===== src/rtl/rv_decode_pkg.sv =====
// Shared RV32I decode definitions: instruction ids, major opcodes and immediate formats.
// Imported by the decode stage and its immediate generator.
package rv_decode_pkg;

    localparam logic [5:0] ID_LUI    = 6'd0,  ID_AUIPC  = 6'd1,  ID_JAL    = 6'd2,  ID_JALR   = 6'd3;
    localparam logic [5:0] ID_BEQ    = 6'd4,  ID_BNE    = 6'd5,  ID_BLT    = 6'd6,  ID_BGE    = 6'd7;
    localparam logic [5:0] ID_BLTU   = 6'd8,  ID_BGEU   = 6'd9,  ID_LB     = 6'd10, ID_LH     = 6'd11;
    localparam logic [5:0] ID_LW     = 6'd12, ID_LBU    = 6'd13, ID_LHU    = 6'd14, ID_SB     = 6'd15;
    localparam logic [5:0] ID_SH     = 6'd16, ID_SW     = 6'd17, ID_ADDI   = 6'd18, ID_SLTI   = 6'd19;
    localparam logic [5:0] ID_SLTIU  = 6'd20, ID_XORI   = 6'd21, ID_ORI    = 6'd22, ID_ANDI   = 6'd23;
    localparam logic [5:0] ID_SLLI   = 6'd24, ID_SRLI   = 6'd25, ID_SRAI   = 6'd26, ID_ADD    = 6'd27;
    localparam logic [5:0] ID_SUB    = 6'd28, ID_SLL    = 6'd29, ID_SLT    = 6'd30, ID_SLTU   = 6'd31;
    localparam logic [5:0] ID_XOR    = 6'd32, ID_SRL    = 6'd33, ID_SRA    = 6'd34, ID_OR     = 6'd35;
    localparam logic [5:0] ID_AND    = 6'd36, ID_FENCE  = 6'd37, ID_FENCE_I = 6'd38, ID_ECALL = 6'd39;
    localparam logic [5:0] ID_EBREAK = 6'd40, ID_CSRRW  = 6'd41, ID_CSRRS  = 6'd42, ID_CSRRC  = 6'd43;
    localparam logic [5:0] ID_CSRRWI = 6'd44, ID_CSRRSI = 6'd45, ID_CSRRCI = 6'd46;
    // Fence ids are reserved for the memory-ordering unit; this stage flags them illegal.
    localparam logic [5:0] ILLEGAL_ID = 6'h3F;

    localparam logic [6:0] OP_LOAD   = 7'b0000011;
    localparam logic [6:0] OP_ALUI   = 7'b0010011;
    localparam logic [6:0] OP_AUIPC  = 7'b0010111;
    localparam logic [6:0] OP_STORE  = 7'b0100011;
    localparam logic [6:0] OP_ALU    = 7'b0110011;
    localparam logic [6:0] OP_LUI    = 7'b0110111;
    localparam logic [6:0] OP_BRANCH = 7'b1100011;
    localparam logic [6:0] OP_JALR   = 7'b1100111;
    localparam logic [6:0] OP_JAL    = 7'b1101111;
    localparam logic [6:0] OP_SYSTEM = 7'b1110011;

    localparam logic [6:0] F7_ZERO = 7'b0000000;
    localparam logic [6:0] F7_ALT  = 7'b0100000;

    typedef enum logic [2:0] {
        FMT_NONE = 3'd0,
        FMT_I    = 3'd1,
        FMT_S    = 3'd2,
        FMT_B    = 3'd3,
        FMT_U    = 3'd4,
        FMT_J    = 3'd5
    } imm_fmt_e;

endpackage


===== src/rtl/rv_decode_stage_imm_gen.sv =====
// Combinational RV32I immediate assembly, sign-extended to XLEN.
module rv_imm_gen
    import rv_decode_pkg::*;
#(
    parameter int XLEN = 32
) (
    input  logic [31:7]     instr,
    input  logic [2:0]      fmt,
    output logic [XLEN-1:0] imm
);

    logic signed [31:0] imm32_s;

    // Assemble the 32-bit immediate for the selected format
    always_comb begin
        imm32_s = 32'sd0;
        case (imm_fmt_e'(fmt))
            FMT_I:   imm32_s = {{20{instr[31]}}, instr[31:20]};
            FMT_S:   imm32_s = {{20{instr[31]}}, instr[31:25], instr[11:7]};
            FMT_B:   imm32_s = {{19{instr[31]}}, instr[31], instr[7], instr[30:25], instr[11:8], 1'b0};
            FMT_U:   imm32_s = {instr[31:12], 12'b0};
            FMT_J:   imm32_s = {{11{instr[31]}}, instr[31], instr[19:12], instr[20], instr[30:21], 1'b0};
            default: imm32_s = 32'sd0;
        endcase
    end

    assign imm = XLEN'(imm32_s);

endmodule


===== src/rtl/rv_decode_stage.sv =====
// RV32I decode stage: classifies each fetched word on entry and holds results
// in a small head-ordered output queue with flush support.
module rv_decode_stage
    import rv_decode_pkg::*;
#(
    parameter int XLEN  = 32,
    parameter int ID_W  = 6,
    parameter int DEPTH = 2
) (
    input  logic            clk,
    input  logic            rst,
    input  logic            flush,
    input  logic            in_valid,
    output logic            in_ready,
    input  logic [31:0]     in_instr,
    input  logic [XLEN-1:0] in_pc,
    output logic            out_valid,
    input  logic            out_ready,
    output logic [XLEN-1:0] out_pc,
    output logic [4:0]      rs1,
    output logic [4:0]      rs2,
    output logic [4:0]      rd,
    output logic [2:0]      func3,
    output logic [6:0]      func7,
    output logic [XLEN-1:0] imm,
    output logic [ID_W-1:0] instr_id,
    output logic            illegal
);

    localparam int E_W = XLEN + 25 + XLEN + ID_W + 1;
    localparam logic [1:0] DEPTH_C = 2'(DEPTH);
    localparam logic [E_W-1:0] RST_ENTRY = {{(E_W-ID_W-1){1'b0}}, {ID_W{1'b1}}, 1'b0};

    logic [1:0]      count_r;
    logic [1:0]      count_next_s;
    logic            in_ready_r;
    logic [E_W-1:0]  slot0_r;
    logic [E_W-1:0]  slot1_r;
    logic [E_W-1:0]  new_entry_s;
    logic [31:7]     head_instr_s;
    logic [5:0]      id_s;
    imm_fmt_e        fmt_s;
    logic            illegal_s;
    logic [XLEN-1:0] imm_raw_s;
    logic            push_s;
    logic            pop_s;
    logic [6:0]      opcode_s;
    logic [2:0]      f3_s;
    logic [6:0]      f7_s;

    assign opcode_s = in_instr[6:0];
    assign f3_s     = in_instr[14:12];
    assign f7_s     = in_instr[31:25];

    // Classify the incoming word into an instruction id and immediate format
    always_comb begin
        id_s  = ILLEGAL_ID;
        fmt_s = FMT_NONE;
        case (opcode_s)
            OP_LUI:   begin id_s = ID_LUI;   fmt_s = FMT_U; end
            OP_AUIPC: begin id_s = ID_AUIPC; fmt_s = FMT_U; end
            OP_JAL:   begin id_s = ID_JAL;   fmt_s = FMT_J; end
            OP_JALR:  begin id_s = (f3_s == 3'b000) ? ID_JALR : ILLEGAL_ID; fmt_s = FMT_I; end
            OP_BRANCH: begin
                fmt_s = FMT_B;
                case (f3_s)
                    3'b000:  id_s = ID_BEQ;
                    3'b001:  id_s = ID_BNE;
                    3'b100:  id_s = ID_BLT;
                    3'b101:  id_s = ID_BGE;
                    3'b110:  id_s = ID_BLTU;
                    3'b111:  id_s = ID_BGEU;
                    default: id_s = ILLEGAL_ID;
                endcase
            end
            OP_LOAD: begin
                fmt_s = FMT_I;
                case (f3_s)
                    3'b000:  id_s = ID_LB;
                    3'b001:  id_s = ID_LH;
                    3'b010:  id_s = ID_LW;
                    3'b100:  id_s = ID_LBU;
                    3'b101:  id_s = ID_LHU;
                    default: id_s = ILLEGAL_ID;
                endcase
            end
            OP_STORE: begin
                fmt_s = FMT_S;
                case (f3_s)
                    3'b000:  id_s = ID_SB;
                    3'b001:  id_s = ID_SH;
                    3'b010:  id_s = ID_SW;
                    default: id_s = ILLEGAL_ID;
                endcase
            end
            OP_ALUI: begin
                fmt_s = FMT_I;
                case (f3_s)
                    3'b000:  id_s = ID_ADDI;
                    3'b010:  id_s = ID_SLTI;
                    3'b011:  id_s = ID_SLTIU;
                    3'b100:  id_s = ID_XORI;
                    3'b110:  id_s = ID_ORI;
                    3'b111:  id_s = ID_ANDI;
                    3'b001:  id_s = (f7_s == F7_ZERO) ? ID_SLLI : ILLEGAL_ID;
                    3'b101:  id_s = (f7_s == F7_ZERO) ? ID_SRLI : (f7_s == F7_ALT) ? ID_SRAI : ILLEGAL_ID;
                    default: id_s = ILLEGAL_ID;
                endcase
            end
            OP_ALU: begin
                fmt_s = FMT_NONE;
                case (f3_s)
                    3'b000:  id_s = (f7_s == F7_ZERO) ? ID_ADD : (f7_s == F7_ALT) ? ID_SUB : ILLEGAL_ID;
                    3'b101:  id_s = (f7_s == F7_ZERO) ? ID_SRL : (f7_s == F7_ALT) ? ID_SRA : ILLEGAL_ID;
                    3'b001:  id_s = (f7_s == F7_ZERO) ? ID_SLL  : ILLEGAL_ID;
                    3'b010:  id_s = (f7_s == F7_ZERO) ? ID_SLT  : ILLEGAL_ID;
                    3'b011:  id_s = (f7_s == F7_ZERO) ? ID_SLTU : ILLEGAL_ID;
                    3'b100:  id_s = (f7_s == F7_ZERO) ? ID_XOR  : ILLEGAL_ID;
                    3'b110:  id_s = (f7_s == F7_ZERO) ? ID_OR   : ILLEGAL_ID;
                    3'b111:  id_s = (f7_s == F7_ZERO) ? ID_AND  : ILLEGAL_ID;
                    default: id_s = ILLEGAL_ID;
                endcase
            end
            OP_SYSTEM: begin
                fmt_s = FMT_NONE;
                if (in_instr == 32'h0000_0073) begin
                    id_s = ID_ECALL;
                end else if (in_instr == 32'h0010_0073) begin
                    id_s = ID_EBREAK;
                end else begin
                    case (f3_s)
                        3'b001:  id_s = ID_CSRRW;
                        3'b010:  id_s = ID_CSRRS;
                        3'b011:  id_s = ID_CSRRC;
                        3'b101:  id_s = ID_CSRRWI;
                        3'b110:  id_s = ID_CSRRSI;
                        3'b111:  id_s = ID_CSRRCI;
                        default: id_s = ILLEGAL_ID;
                    endcase
                end
            end
            default: begin id_s = ILLEGAL_ID; fmt_s = FMT_NONE; end
        endcase
    end

    assign illegal_s = (id_s == ILLEGAL_ID);

    rv_imm_gen #(.XLEN(XLEN)) u_imm_gen (
        .instr (in_instr[31:7]),
        .fmt   (fmt_s),
        .imm   (imm_raw_s)
    );

    // Illegal words keep their fields but carry a zero immediate and the all-ones id
    assign new_entry_s = {in_pc, in_instr[31:7],
                          illegal_s ? {XLEN{1'b0}} : imm_raw_s,
                          illegal_s ? {ID_W{1'b1}} : ID_W'(id_s),
                          illegal_s};

    assign out_valid = (count_r != 2'd0);
    assign in_ready  = in_ready_r;
    assign push_s    = in_valid & in_ready_r & ~flush;
    assign pop_s     = out_valid & out_ready;

    // Next occupancy from the push/pop handshakes
    always_comb begin
        count_next_s = count_r;
        if (flush) begin
            count_next_s = 2'd0;
        end else if (push_s && !pop_s) begin
            count_next_s = count_r + 2'd1;
        end else if (pop_s && !push_s) begin
            count_next_s = count_r - 2'd1;
        end else begin
            count_next_s = count_r;
        end
    end

    // Queue storage; slot0 is always the head entry
    always_ff @(posedge clk) begin
        if (rst) begin
            count_r    <= 2'd0;
            in_ready_r <= 1'b0;
            slot0_r    <= RST_ENTRY;
            slot1_r    <= RST_ENTRY;
        end else begin
            count_r    <= count_next_s;
            in_ready_r <= (count_next_s < DEPTH_C);
            if (!flush) begin
                if (push_s && (count_r == 2'd0 || pop_s)) begin
                    slot0_r <= new_entry_s;
                end else if (pop_s && count_r == 2'd2) begin
                    slot0_r <= slot1_r;
                end
                if (push_s && count_r == 2'd1 && !pop_s) begin
                    slot1_r <= new_entry_s;
                end
            end
        end
    end

    assign {out_pc, head_instr_s, imm, instr_id, illegal} = slot0_r;
    assign rd    = head_instr_s[11:7];
    assign func3 = head_instr_s[14:12];
    assign rs1   = head_instr_s[19:15];
    assign rs2   = head_instr_s[24:20];
    assign func7 = head_instr_s[31:25];

endmodule

===== config.mk =====
export PLATFORM = sky130hd
export DESIGN_NAME = rv_decode_stage
export DESIGN_NICKNAME = d
export VERILOG_FILES = /design/src/rtl/rv_decode_pkg.sv /design/src/rtl/rv_decode_stage_imm_gen.sv /design/src/rtl/rv_decode_stage.sv
export SDC_FILE = /design/constraint.sdc
export NUM_CORES = 1
export LEC_CHECK = 0
export BUFFER_PORTS_ARGS = -buffer_cell sky130_fd_sc_hd__clkbuf_2
export CAP_MARGIN = 40
export CORE_MARGIN = 4
export CORE_UTILIZATION = 55
export CTS_BUF_LIST = sky130_fd_sc_hd__clkbuf_2 sky130_fd_sc_hd__clkbuf_4 sky130_fd_sc_hd__clkbuf_8
export CTS_CLUSTER_SIZE = 24
export DETAILED_ROUTE_END_ITERATION = 7
export PLACE_DENSITY = 0.79
export SYNTH_ARGS = -nofsm -noshare
export SYNTH_HDL_FRONTEND = slang
export SYNTH_SLANG_ARGS = --single-unit

===== constraint.sdc =====
create_clock -name clk -period 5.02 [get_ports clk]
set_clock_uncertainty 0.05 [all_clocks]
set_input_delay 0.251 -clock clk [delete_from_list [all_inputs] [get_ports clk]]
set_output_delay 0.251 -clock clk [all_outputs]
set_load 0.05 [all_outputs]

==> out/results.tsv, run 1 <==
metric	value	unit
worstPathArrival	3.23	ns
worst_hold_path_type	input port to flip-flop	
layout.filler_cells	1390	
place_inst	1467	
ys_ff_latch	195	
yosysSeqAreaShare	0.427	
hold_viol_final	0	
insertion_delay_to_the_later_sink_of_the_worst_skew_pair	0.47	ns
critPathCaptureType	flip-flop	
die_h	137	µm
setup_tns	0	ns
syn-instance-count	1177	
antenna_cells	0	
syn-cell-area	9150	µm²
floorplan.die.width	137	µm
timing.rr.end	slot0_r[77]	
postSynth.asyncResetShare	0	
max_freq	337	MHz
setup.reg_to_reg.worst_slack	2.15	ns
layout.cells.most_common	sky130_fd_sc_hd__nand2_1	
yosys-top-cells-area	sky130_fd_sc_hd__dfxtp_1, sky130_fd_sc_hd__nand2_1, sky130_fd_sc_hd__a311oi_1, sky130_fd_sc_hd__a21oi_1, sky130_fd_sc_hd__nor2_1	
yosysWarnings	0	
result_of_the_run	finished, final reports clean	
drive_gt1_frac	0.178	
die_area	18800	µm²
initial_core_util	0.568	
num_vias	9025	
whs_endpoint	slot1_r[42]	
dp.final_hpwl	16500	µm
wire_per_inst	17.0	µm
peakVddDrop	0.000173	V
grt_setup_unrepaired	false	
finalSetupViolations	0	
worst_hold_path.num_cells	3	
clock_sink_count	195	
place.port_buffers	166	
ff_latch_area	3900	µm²
first_pass_grt_wire_length	41900	µm
synthDominantCellAreaShare	0.427	
timing.reg2reg.worst_path_depth	7	
number_of_maximum_capacitance_constraint_violations	0	
grt_usage	0.273	
ctsLongestPathBuffers	2	
worst-endpoint-required	5.28	ns
post_dp_cell_area	9940	µm²
cts-resized-gates	0	
mean_syn_cell_area	7.77	µm²
initialDrtViolationCount	800	
totalWireLength	26000	µm
postLayoutCellArea	10700	µm²
path_max_fanout	66	
route.detailed.vias_per_inst	5.88	
coreArea	16100	µm²
cts_stage_hold_buffer_count	36	
post_cts_repair_setup_buffers	0	
grt.overflow.total	0	
power.density	284	nW/µm²
number_of_standard_cells_in_the_layout_taps_in_and_fillers_out	1535	
post-synth-top-area-cell	sky130_fd_sc_hd__dfxtp_1	
ports	167	
path_clk_slew	0.10	ns
synth.net_count	1255	
cts_tree	done	
antenna_violations_before_repair	0	
tritoncts_buffers	17	
most_frequent_cells_in_the_layout	sky130_fd_sc_hd__nand2_1, sky130_fd_sc_hd__dfxtp_1, sky130_fd_sc_hd__clkbuf_2, sky130_fd_sc_hd__a21oi_1, sky130_fd_sc_hd__nor2_1	
layout_overhead_on_the_synthesized_area	17.0	%
timing.final.crit_share	0.592	
final.min_clock_period	2.97	ns
routabilityCongestion	0.921	
row_count	46	
multiInputGateArea	4770	µm²
grt_pass1_vias	8148	
dr.pass1.iters	5	
post_route_drc_violation_count	0	
ant_nets	0	
final_net_count	1384	
cts-root-buf	sky130_fd_sc_hd__clkbuf_8	
slew-limit-headroom	0.467	
cts.htree.levels	4	
worstHoldStart	in_instr[10]	
synth.distinct_cells	59	
power.static_leakage	0.00456	µW
number_of_enable_flip_flop_cells_after_synthesis	0	
grt_max_degree	71	
worst_margin_pin_slew	0.797	ns
ys.flop_type	sky130_fd_sc_hd__dfxtp_1	
setup.worst_path.class	input port to flip-flop	
reg2reg_from	count_r[0]	
final-max-slew-violation-count	0	
utilization	0.664	
cp-start-kind	input port	
[how the worst max path moves through the flow]
stage                     depth (start not counted)  slack (ns)         start     endpoint
after detailed placement                         10        1.63  in_instr[14]   slot0_r[0]
after global placement                           10        1.71  in_instr[14]   slot0_r[0]
after CTS                                        11        2.13  in_instr[14]   slot0_r[0]
after floorplan                                  11        2.41  in_instr[13]  slot1_r[19]
final                                            11        2.05  in_instr[14]   slot0_r[0]
after global routing                             11        1.76  in_instr[14]   slot0_r[0]
[logic make-up (layout without fill, tap and decap cells)]
group | Yosys count | count (layout) | synth area share
and+or+nand+nor | 533 | 533 | 0.249
muxes | 2 | 2 | 0.00219
buffers and inverters | 121 | 263 | 0.0548
adders and majority gates | 9 | 9 | 0.0123
DFF | 195 | 195 | 0.427
AOI/OAI and AO/OA | 317 | 317 | 0.254
[report_power, final]
part | internal, µW | switching (µW) | total, µW
sequential | 1580 | 18.5 | 1600
clock | 450 | 563 | 1010
combinational | 121 | 306 | 427
total | 2150 | 888 | 3040
[synthesized netlist by cell type, types with 11 or more instances]
library cell,number
sky130_fd_sc_hd__a21o_1,24
sky130_fd_sc_hd__a21oi_1,94
sky130_fd_sc_hd__a311oi_1,57
sky130_fd_sc_hd__a32o_1,26
sky130_fd_sc_hd__a41o_1,12
sky130_fd_sc_hd__clkbuf_1,90
sky130_fd_sc_hd__dfxtp_1,195
sky130_fd_sc_hd__inv_1,14
sky130_fd_sc_hd__nand2_1,341
sky130_fd_sc_hd__nand3_1,34
sky130_fd_sc_hd__nor2_1,91
sky130_fd_sc_hd__nor3_1,11
sky130_fd_sc_hd__o211a_1,17
sky130_fd_sc_hd__o21a_1,18
sky130_fd_sc_hd__o21ai_0,26
[final cells by class]
cell class                 instances  area share
clock buffer                      21      0.0264
multi-input combinational        861       0.445
timing repair buffer             217       0.122
clock inverter                    11      0.0111
inverter                          14     0.00491
tap                              216      0.0253
sequential                       195       0.365
[per-stage QoR]
step | worst slack (ns) | hold WS, ns | power, µW
2_1_floorplan | 2.41 | 0.280 | 1910
3_3_place_gp | 1.71 | 0.391 | 2030
3_5_place_dp | 1.63 | 0.397 | 2030
4_1_cts | 2.13 | 0.00519 | 3060
5_1_grt | 1.76 | 0.0122 | 3160
6_report | 2.05 | 0.0332 | 3040
[layer usage]
metal,track usage,wire (µm)
met1,0.403,12000
met3,0.0540,2070
met4,0.0604,341
met2,0.414,11700
met5,0,0
[critical path, cell delays in order]
cell                       delay [ns]
sky130_fd_sc_hd__clkbuf_2        0.45
sky130_fd_sc_hd__inv_1           0.25
sky130_fd_sc_hd__ha_1            0.34
sky130_fd_sc_hd__nor2b_1         0.13
sky130_fd_sc_hd__o211ai_1        0.19
sky130_fd_sc_hd__o31ai_1         0.10
sky130_fd_sc_hd__nor4b_1         0.36
sky130_fd_sc_hd__o211ai_1        0.24
sky130_fd_sc_hd__nand4_2         0.14
sky130_fd_sc_hd__buf_4           0.57
sky130_fd_sc_hd__a221oi_1        0.19
[sequential cells by signal (all words and copies together) (netlist names)]
signal    cells
slot0_r      96
slot1_r      96
count_r       2
in_ready      1
No activity file was read; power rests on OpenSTA's default activity.
==> run 2: changes to the inputs <==
- ABC_AREA: default -> 1
- CORE_UTILIZATION: 55 -> 52
- PLACE_DENSITY: 0.79 -> 0.78
- clock period: 5.02 -> 2.7 ns (I/O delays scaled with it)
==> out/results.tsv, run 2 <==
metric	value	unit	change
final_net_count	1595		+15%
floorplan.die.width	141	µm	+3.0%
place.port_buffers	166		unchanged
power.static_leakage	0.00539	µW	+18%
synth_simple_gate_area_share	0.246		-0.00312
number_of_maximum_capacitance_constraint_violations	0		unchanged
ys.flop_type	sky130_fd_sc_hd__dfxtp_1		
final.min_clock_period	2.44	ns	
critPathCaptureType	flip-flop		
timing.reg2reg.worst_path_depth	10		+3
dp.final_hpwl	18500	µm	+12%
fin_worst_hold_slack	0.0295	ns	-0.00361 ns
wire_per_inst	15.9	µm	-6.1%
cts_tree	done		
yosys-top-cells-count	sky130_fd_sc_hd__nand2_1, sky130_fd_sc_hd__dfxtp_1, sky130_fd_sc_hd__o21ai_0		
layout_overhead_on_the_synthesized_area	22.5	%	
cts.htree.levels	4		unchanged
layout.filler_cells	1548		+11%
cts-root-buf	sky130_fd_sc_hd__clkbuf_8		
worst-endpoint-required	3.01	ns	-2.27 ns
totalWireLength	27900	µm	+7.3%
reg2reg_from	count_r[0]		
insertion_delay_to_the_later_sink_of_the_worst_skew_pair	0.48	ns	about the same
drive_gt1_frac	0.179		+0.000920
place_inst	1664		+13%
grt_pass1_vias	8486		+4.1%
postSynth.asyncResetShare	0		unchanged
design_power_total	6090	µW	+100%
worst_hold_path_type	input port to flip-flop		
die_h	141	µm	+3.0%
worstHoldStart	in_instr[14]		
route.detailed.vias_per_inst	5.44		-7.6%
synth.net_count	1417		+13%
grt_setup_unrepaired	false		
worst_hold_path.num_cells	3		unchanged
count_leader_synth	sky130_fd_sc_hd__nand2_1		
peakVddDrop	0.000367	V	+110%
syn-instance-count	1339		+14%
cp-start-kind	input port		
timing.rr.end	count_r[0]		
ant_nets	0		unchanged
post_route_drc_violation_count	0		unchanged
initialDrtViolationCount	753		-5.9%
routabilityCongestion	1.07		+16%
grt_usage	0.271		-0.00250
setup_ws	0.258	ns	-1.79 ns
ys_ff_latch	195		unchanged
synth-adder-area-share	0.0122		-0.0000936
whs_endpoint	slot1_r[46]		
cts-resized-gates	0		unchanged
tritoncts_buffers	17		unchanged
setup_tns	0	ns	unchanged
final-max-slew-violation-count	0		unchanged
num_vias	9539		+5.7%
synth_xor_xnor_area_share	0		unchanged
slew-limit-headroom	0.492		+0.0254
mean_syn_cell_area	6.88	µm²	-11%
setup.worst_path.class	input port to flip-flop		
layout.cells.most_common	sky130_fd_sc_hd__nand2_1		
antenna_violations_before_repair	0		unchanged
path_clk_slew	0.09	ns	about the same
number_of_enable_flip_flop_cells_after_synthesis	0		unchanged
result_of_the_run	finished, final reports clean		
synthDominantCellAreaShare	0.424		-0.00324
post-synth-top-area-cell	sky130_fd_sc_hd__dfxtp_1		
power.density	540	nW/µm²	+90%
largest_regs	slot0_r: 96 flops, slot1_r: 96 flops, count_r: 2 flops		
finalSetupViolations	0		unchanged
setup.reg_to_reg.worst_slack	0.41	ns	-1.74 ns
yosys-top-cells-area	sky130_fd_sc_hd__dfxtp_1, sky130_fd_sc_hd__nand2_1, sky130_fd_sc_hd__o21ai_0, sky130_fd_sc_hd__a21oi_1, sky130_fd_sc_hd__nand3_1		
synth.distinct_cells	31		-47%
initial_core_util	0.531		-0.0366
ctsLongestPathBuffers	2		unchanged
clock_sink_count	195		unchanged
dp_slack	0.294	ns	-1.34 ns
synth_top_family_by_area	simple AND/OR/NAND/NOR gates		
die_area	19900	µm²	+6.2%
yosysWarnings	0		unchanged
syn-cell-area	9220	µm²	+0.77%
first_pass_grt_wire_length	44100	µm	+5.4%
worst_margin_pin_slew	0.761	ns	-0.0360 ns
antenna_cells	0		unchanged
row_count	48		+4.3%
yosysSeqAreaShare	0.424		-0.00324
max_freq	410	MHz	
synth.area.mux_share	0		-0.00219
hold_viol_final	0		unchanged
worstPathArrival	2.75	ns	-0.48 ns
synth-compound-area-share	0.217		-0.0378
most_frequent_cells_in_the_layout	sky130_fd_sc_hd__nand2_1, sky130_fd_sc_hd__dfxtp_1, sky130_fd_sc_hd__clkbuf_2, sky130_fd_sc_hd__o21ai_0, sky130_fd_sc_hd__a21oi_1		
ports	167		unchanged
grt.overflow.total	0		unchanged
dr.pass1.iters	5		unchanged
timing.final.crit_share	0.904		
grt_max_degree	77		+8.5%
number_of_standard_cells_in_the_layout_taps_in_and_fillers_out	1755		+14%
coreArea	17400	µm²	+7.7%
path_max_fanout	10		-85%
run 2: cell count changes after synthesis, moves of 17 or more:
cell and change:
sky130_fd_sc_hd__a311oi_1 -57, sky130_fd_sc_hd__o21a_1 -18, sky130_fd_sc_hd__a21oi_1 +58, sky130_fd_sc_hd__o211ai_1 +41
sky130_fd_sc_hd__nor2_1 -17, sky130_fd_sc_hd__nand3_1 +80, sky130_fd_sc_hd__a21o_1 -23, sky130_fd_sc_hd__nand2_1 -32
sky130_fd_sc_hd__o211a_1 -17, sky130_fd_sc_hd__a32o_1 -26, sky130_fd_sc_hd__clkbuf_1 -24, sky130_fd_sc_hd__inv_1 +121
sky130_fd_sc_hd__o21ai_0 +128
run 2: routing by layer:
| layer | part of all wire | up-vias | global-route usage | wire length (µm) |
|---|---|---|---|---|
| met1 | 0.43 | 4346 | 0.370 | 12000 |
| met2 | 0.47 | 391 | 0.436 | 13200 |
| li1 | - | 4754 | - | - |
| met4 | 0.025 | 0 | 0.0898 | 690 |
| met5 | 0 | - | 0 | 0 |
| met3 | 0.073 | 48 | 0.0465 | 2050 |
run 2: repair_timing:
item | 4_1_cts | 5_1_grt
setup buffers | 0 | 0
endpoints found under the setup margin | 0 | 1
hold endpoints to repair | 116 | 0
hold buffers | 58 | 0
run 2: how the worst max path moves through the flow:
stage                             from          end  cells after the start
after floorplan             count_r[0]  slot0_r[90]                     11
after global placement    in_instr[12]  slot0_r[17]                     15
after detailed placement   in_instr[3]  slot1_r[32]                     17
after CTS                 in_instr[13]  slot1_r[22]                     15
after global routing      in_instr[13]  slot1_r[35]                     16
final                     in_instr[13]  slot1_r[22]                     17
run 2: where the power goes:
group / total [µW] / internal, µW / switching (µW)
clock: 2170 / 1100 / 1060
sequential: 2980 / 2940 / 41.2
combinational: 946 / 292 / 654
total: 6090 / 4340 / 1760
run 2: per-stage QoR:
step                instance area, µm²  utilization
detailed placement               10300        0.591
finish                           11300        0.651
CTS                              11300        0.650
floorplan                         9220            -
global route                     11300        0.651
global placement                 10300        0.591
run 2: cell families after synthesis:
family	after synthesis
compound gates	369
buf+inv	235
fa+ha+maj	9
flops	195
simple gates	531
run 2: final cells by class:
type	count	area (µm²)	share of cell area
clock buffers	23	285	0.0253
flip-flops and latches	195	3900	0.346
well taps	225	282	0.0249
repair buffers	248	1690	0.150
multi-input cells	910	4410	0.390
inverters	145	554	0.0491
clock inverters	9	169	0.0150
run 2: worst max-delay path, stage by stage:
cell	delay, ns
sky130_fd_sc_hd__dlygate4sd3_1	0.53
sky130_fd_sc_hd__clkbuf_2	0.25
sky130_fd_sc_hd__inv_2	0.11
sky130_fd_sc_hd__ha_1	0.22
sky130_fd_sc_hd__a21oi_1	0.16
sky130_fd_sc_hd__nand2_1	0.09
sky130_fd_sc_hd__nand3_1	0.12
sky130_fd_sc_hd__nor2_1	0.05
sky130_fd_sc_hd__nand2_1	0.06
sky130_fd_sc_hd__inv_1	0.04
sky130_fd_sc_hd__nand3_1	0.10
sky130_fd_sc_hd__nand2_1	0.08
sky130_fd_sc_hd__nor2_2	0.25
sky130_fd_sc_hd__nand2_4	0.18
sky130_fd_sc_hd__buf_4	0.20
sky130_fd_sc_hd__o21ai_2	0.06
sky130_fd_sc_hd__a21oi_1	0.09
==> run 3: changes to the inputs <==
- CORE_ASPECT_RATIO: default -> 1.4
==> out/results.tsv, run 3 (synthesized netlist as in run 2, its figures left out) <==
metric	value	unit	change
result_of_the_run	finished, final reports clean		
worst-endpoint-required	3.05	ns	+0.04 ns
final_net_count	1590		-0.31%
dr.pass1.iters	7		+2
initialDrtViolationCount	943		+25%
num_vias	9578		+0.41%
ant_nets	0		unchanged
cp-start-kind	input port		
setup_tns	0	ns	unchanged
drive_gt1_frac	0.176		-0.00323
cts.htree.levels	4		unchanged
power.static_leakage	0.00533	µW	-1.1%
grt_max_degree	77		unchanged
coreArea	17400	µm²	+0.26%
clock_sink_count	195		unchanged
route.detailed.vias_per_inst	5.44		+0.12%
ctsLongestPathBuffers	2		unchanged
worst_margin_pin_slew	0.708	ns	-0.0527 ns
critPathCaptureType	flip-flop		
dp.final_hpwl	18700	µm	+1.3%
initial_core_util	0.530		-0.00137
worst_hold_path_type	input port to flip-flop		
layout_overhead_on_the_synthesized_area	21.9	%	
place.port_buffers	166		unchanged
utilization	0.646		-0.00492
post_dp_cell_area	10300	µm²	about the same
cts-root-buf	sky130_fd_sc_hd__clkbuf_8		
power.density	524	nW/µm²	-2.9%
post_cts_repair_setup_buffers	0		unchanged
most_frequent_cells_in_the_layout	sky130_fd_sc_hd__nand2_1, sky130_fd_sc_hd__dfxtp_1, sky130_fd_sc_hd__clkbuf_2, sky130_fd_sc_hd__o21ai_0, sky130_fd_sc_hd__a21oi_1		
postLayoutCellArea	11200	µm²	-0.50%
grt.overflow.total	0		unchanged
final.min_clock_period	2.47	ns	+0.0242 ns
max_freq	406	MHz	-0.98%
grt_pass1_vias	8950		+5.5%
number_of_maximum_capacitance_constraint_violations	0		unchanged
insertion_delay_to_the_later_sink_of_the_worst_skew_pair	0.47	ns	about the same
slew-limit-headroom	0.528		+0.0352
post_route_drc_violation_count	0		unchanged
layout.cells.most_common	sky130_fd_sc_hd__nand2_1		
finalSetupViolations	0		unchanged
routabilityCongestion	0.978		-8.8%
antenna_cells	0		unchanged
die_area	20000	µm²	+0.15%
layout.filler_cells	1596		+3.1%
setup.worst_path.class	input port to flip-flop		
totalWireLength	27600	µm	-1.3%
first_pass_grt_wire_length	44700	µm	+1.3%
wire_per_inst	15.7	µm	-1.6%
floorplan.die.width	121	µm	-15%
ports	167		unchanged
final-max-slew-violation-count	0		unchanged
grt_usage	0.277		+0.00613
die_h	166	µm	+17%
path_max_fanout	10		unchanged
antenna_violations_before_repair	0		unchanged
tritoncts_buffers	17		unchanged
largest_regs	slot0_r: 96 flops, slot1_r: 96 flops, count_r: 2 flops		
peakVddDrop	0.000340	V	-7.2%
grt_setup_unrepaired	false		
cts_tree	done		
hold_viol_final	0		unchanged
worstPathArrival	2.82	ns	+0.07 ns
path_clk_slew	0.10	ns	about the same
row_count	57		+19%
timing.final.crit_share	0.913		+0.00898
-- run 3: repair_timing --
| item | 4_1_cts | 5_1_grt |
|---|---|---|
| hold endpoints to repair | 116 | 0 |
| resized for setup | 0 | 0 |
| hold buffers | 58 | 0 |
-- run 3: path summary, 6_finish.rpt --
kind | cells past startpoint | startpoint | slack [ns] | end
min reg2reg | 2 | slot0_r[0] | 0.43 | slot0_r[0]
min | 3 | in_instr[12] | 0.05 | slot0_r[44]
max reg2reg | 10 | count_r[0] | 0.32 | count_r[0]
max | 15 | in_instr[13] | 0.23 | slot1_r[9]
-- run 3: final cells by class --
| cell class | count | area, µm² | share of cell area |
|---|---|---|---|
| well taps | 236 | 295 | 0.0263 |
| multi-input cells | 909 | 4400 | 0.392 |
| clock inverters | 14 | 174 | 0.0155 |
| inverters | 145 | 554 | 0.0493 |
| repair buffers | 244 | 1670 | 0.149 |
| clock buffers | 17 | 234 | 0.0208 |
| flip-flops and latches | 195 | 3900 | 0.347 |
-- run 3: per-layer routing --
metal / global-route usage / share of wire
met5: 0 / 0
met4: 0.121 / 0.043
met3: 0.0518 / 0.073
met2: 0.482 / 0.49
met1: 0.334 / 0.40
-- run 3: metrics by stage --
| stage | std cells | hold slack [ns] | power, µW | setup WS [ns] |
|---|---|---|---|---|
| floorplan | 1339 | 0.164 | 3640 | 0.550 |
| global placement | 1671 | 0.268 | 3900 | 0.305 |
| detailed placement | 1671 | 0.271 | 3910 | 0.319 |
| CTS | 1760 | 0.0138 | 5910 | 0.295 |
| global route | 1760 | 0.0456 | 6100 | 0.0260 |
| finish | 1760 | 0.0496 | 5890 | 0.234 |
-- run 3: critical path, stage by stage --
cell and delay (ns):
sky130_fd_sc_hd__dlygate4sd3_1 0.53, sky130_fd_sc_hd__clkbuf_2 0.21, sky130_fd_sc_hd__ha_1 0.30, sky130_fd_sc_hd__inv_1 0.14, sky130_fd_sc_hd__nand2_2 0.11, sky130_fd_sc_hd__o21ai_1 0.20
sky130_fd_sc_hd__o21ai_0 0.16, sky130_fd_sc_hd__nand2_1 0.10, sky130_fd_sc_hd__nand3_1 0.13, sky130_fd_sc_hd__nand2_1 0.12, sky130_fd_sc_hd__inv_2 0.05, sky130_fd_sc_hd__nand2_4 0.15
sky130_fd_sc_hd__buf_4 0.23, sky130_fd_sc_hd__nand2_1 0.10, sky130_fd_sc_hd__a21oi_1 0.14
-- run 3: power breakdown --
part           internal [µW]  switching, µW  leakage (µW)
clock                    850           1120      0.000198
sequential              2940           39.0       0.00158
combinational            287            652       0.00355
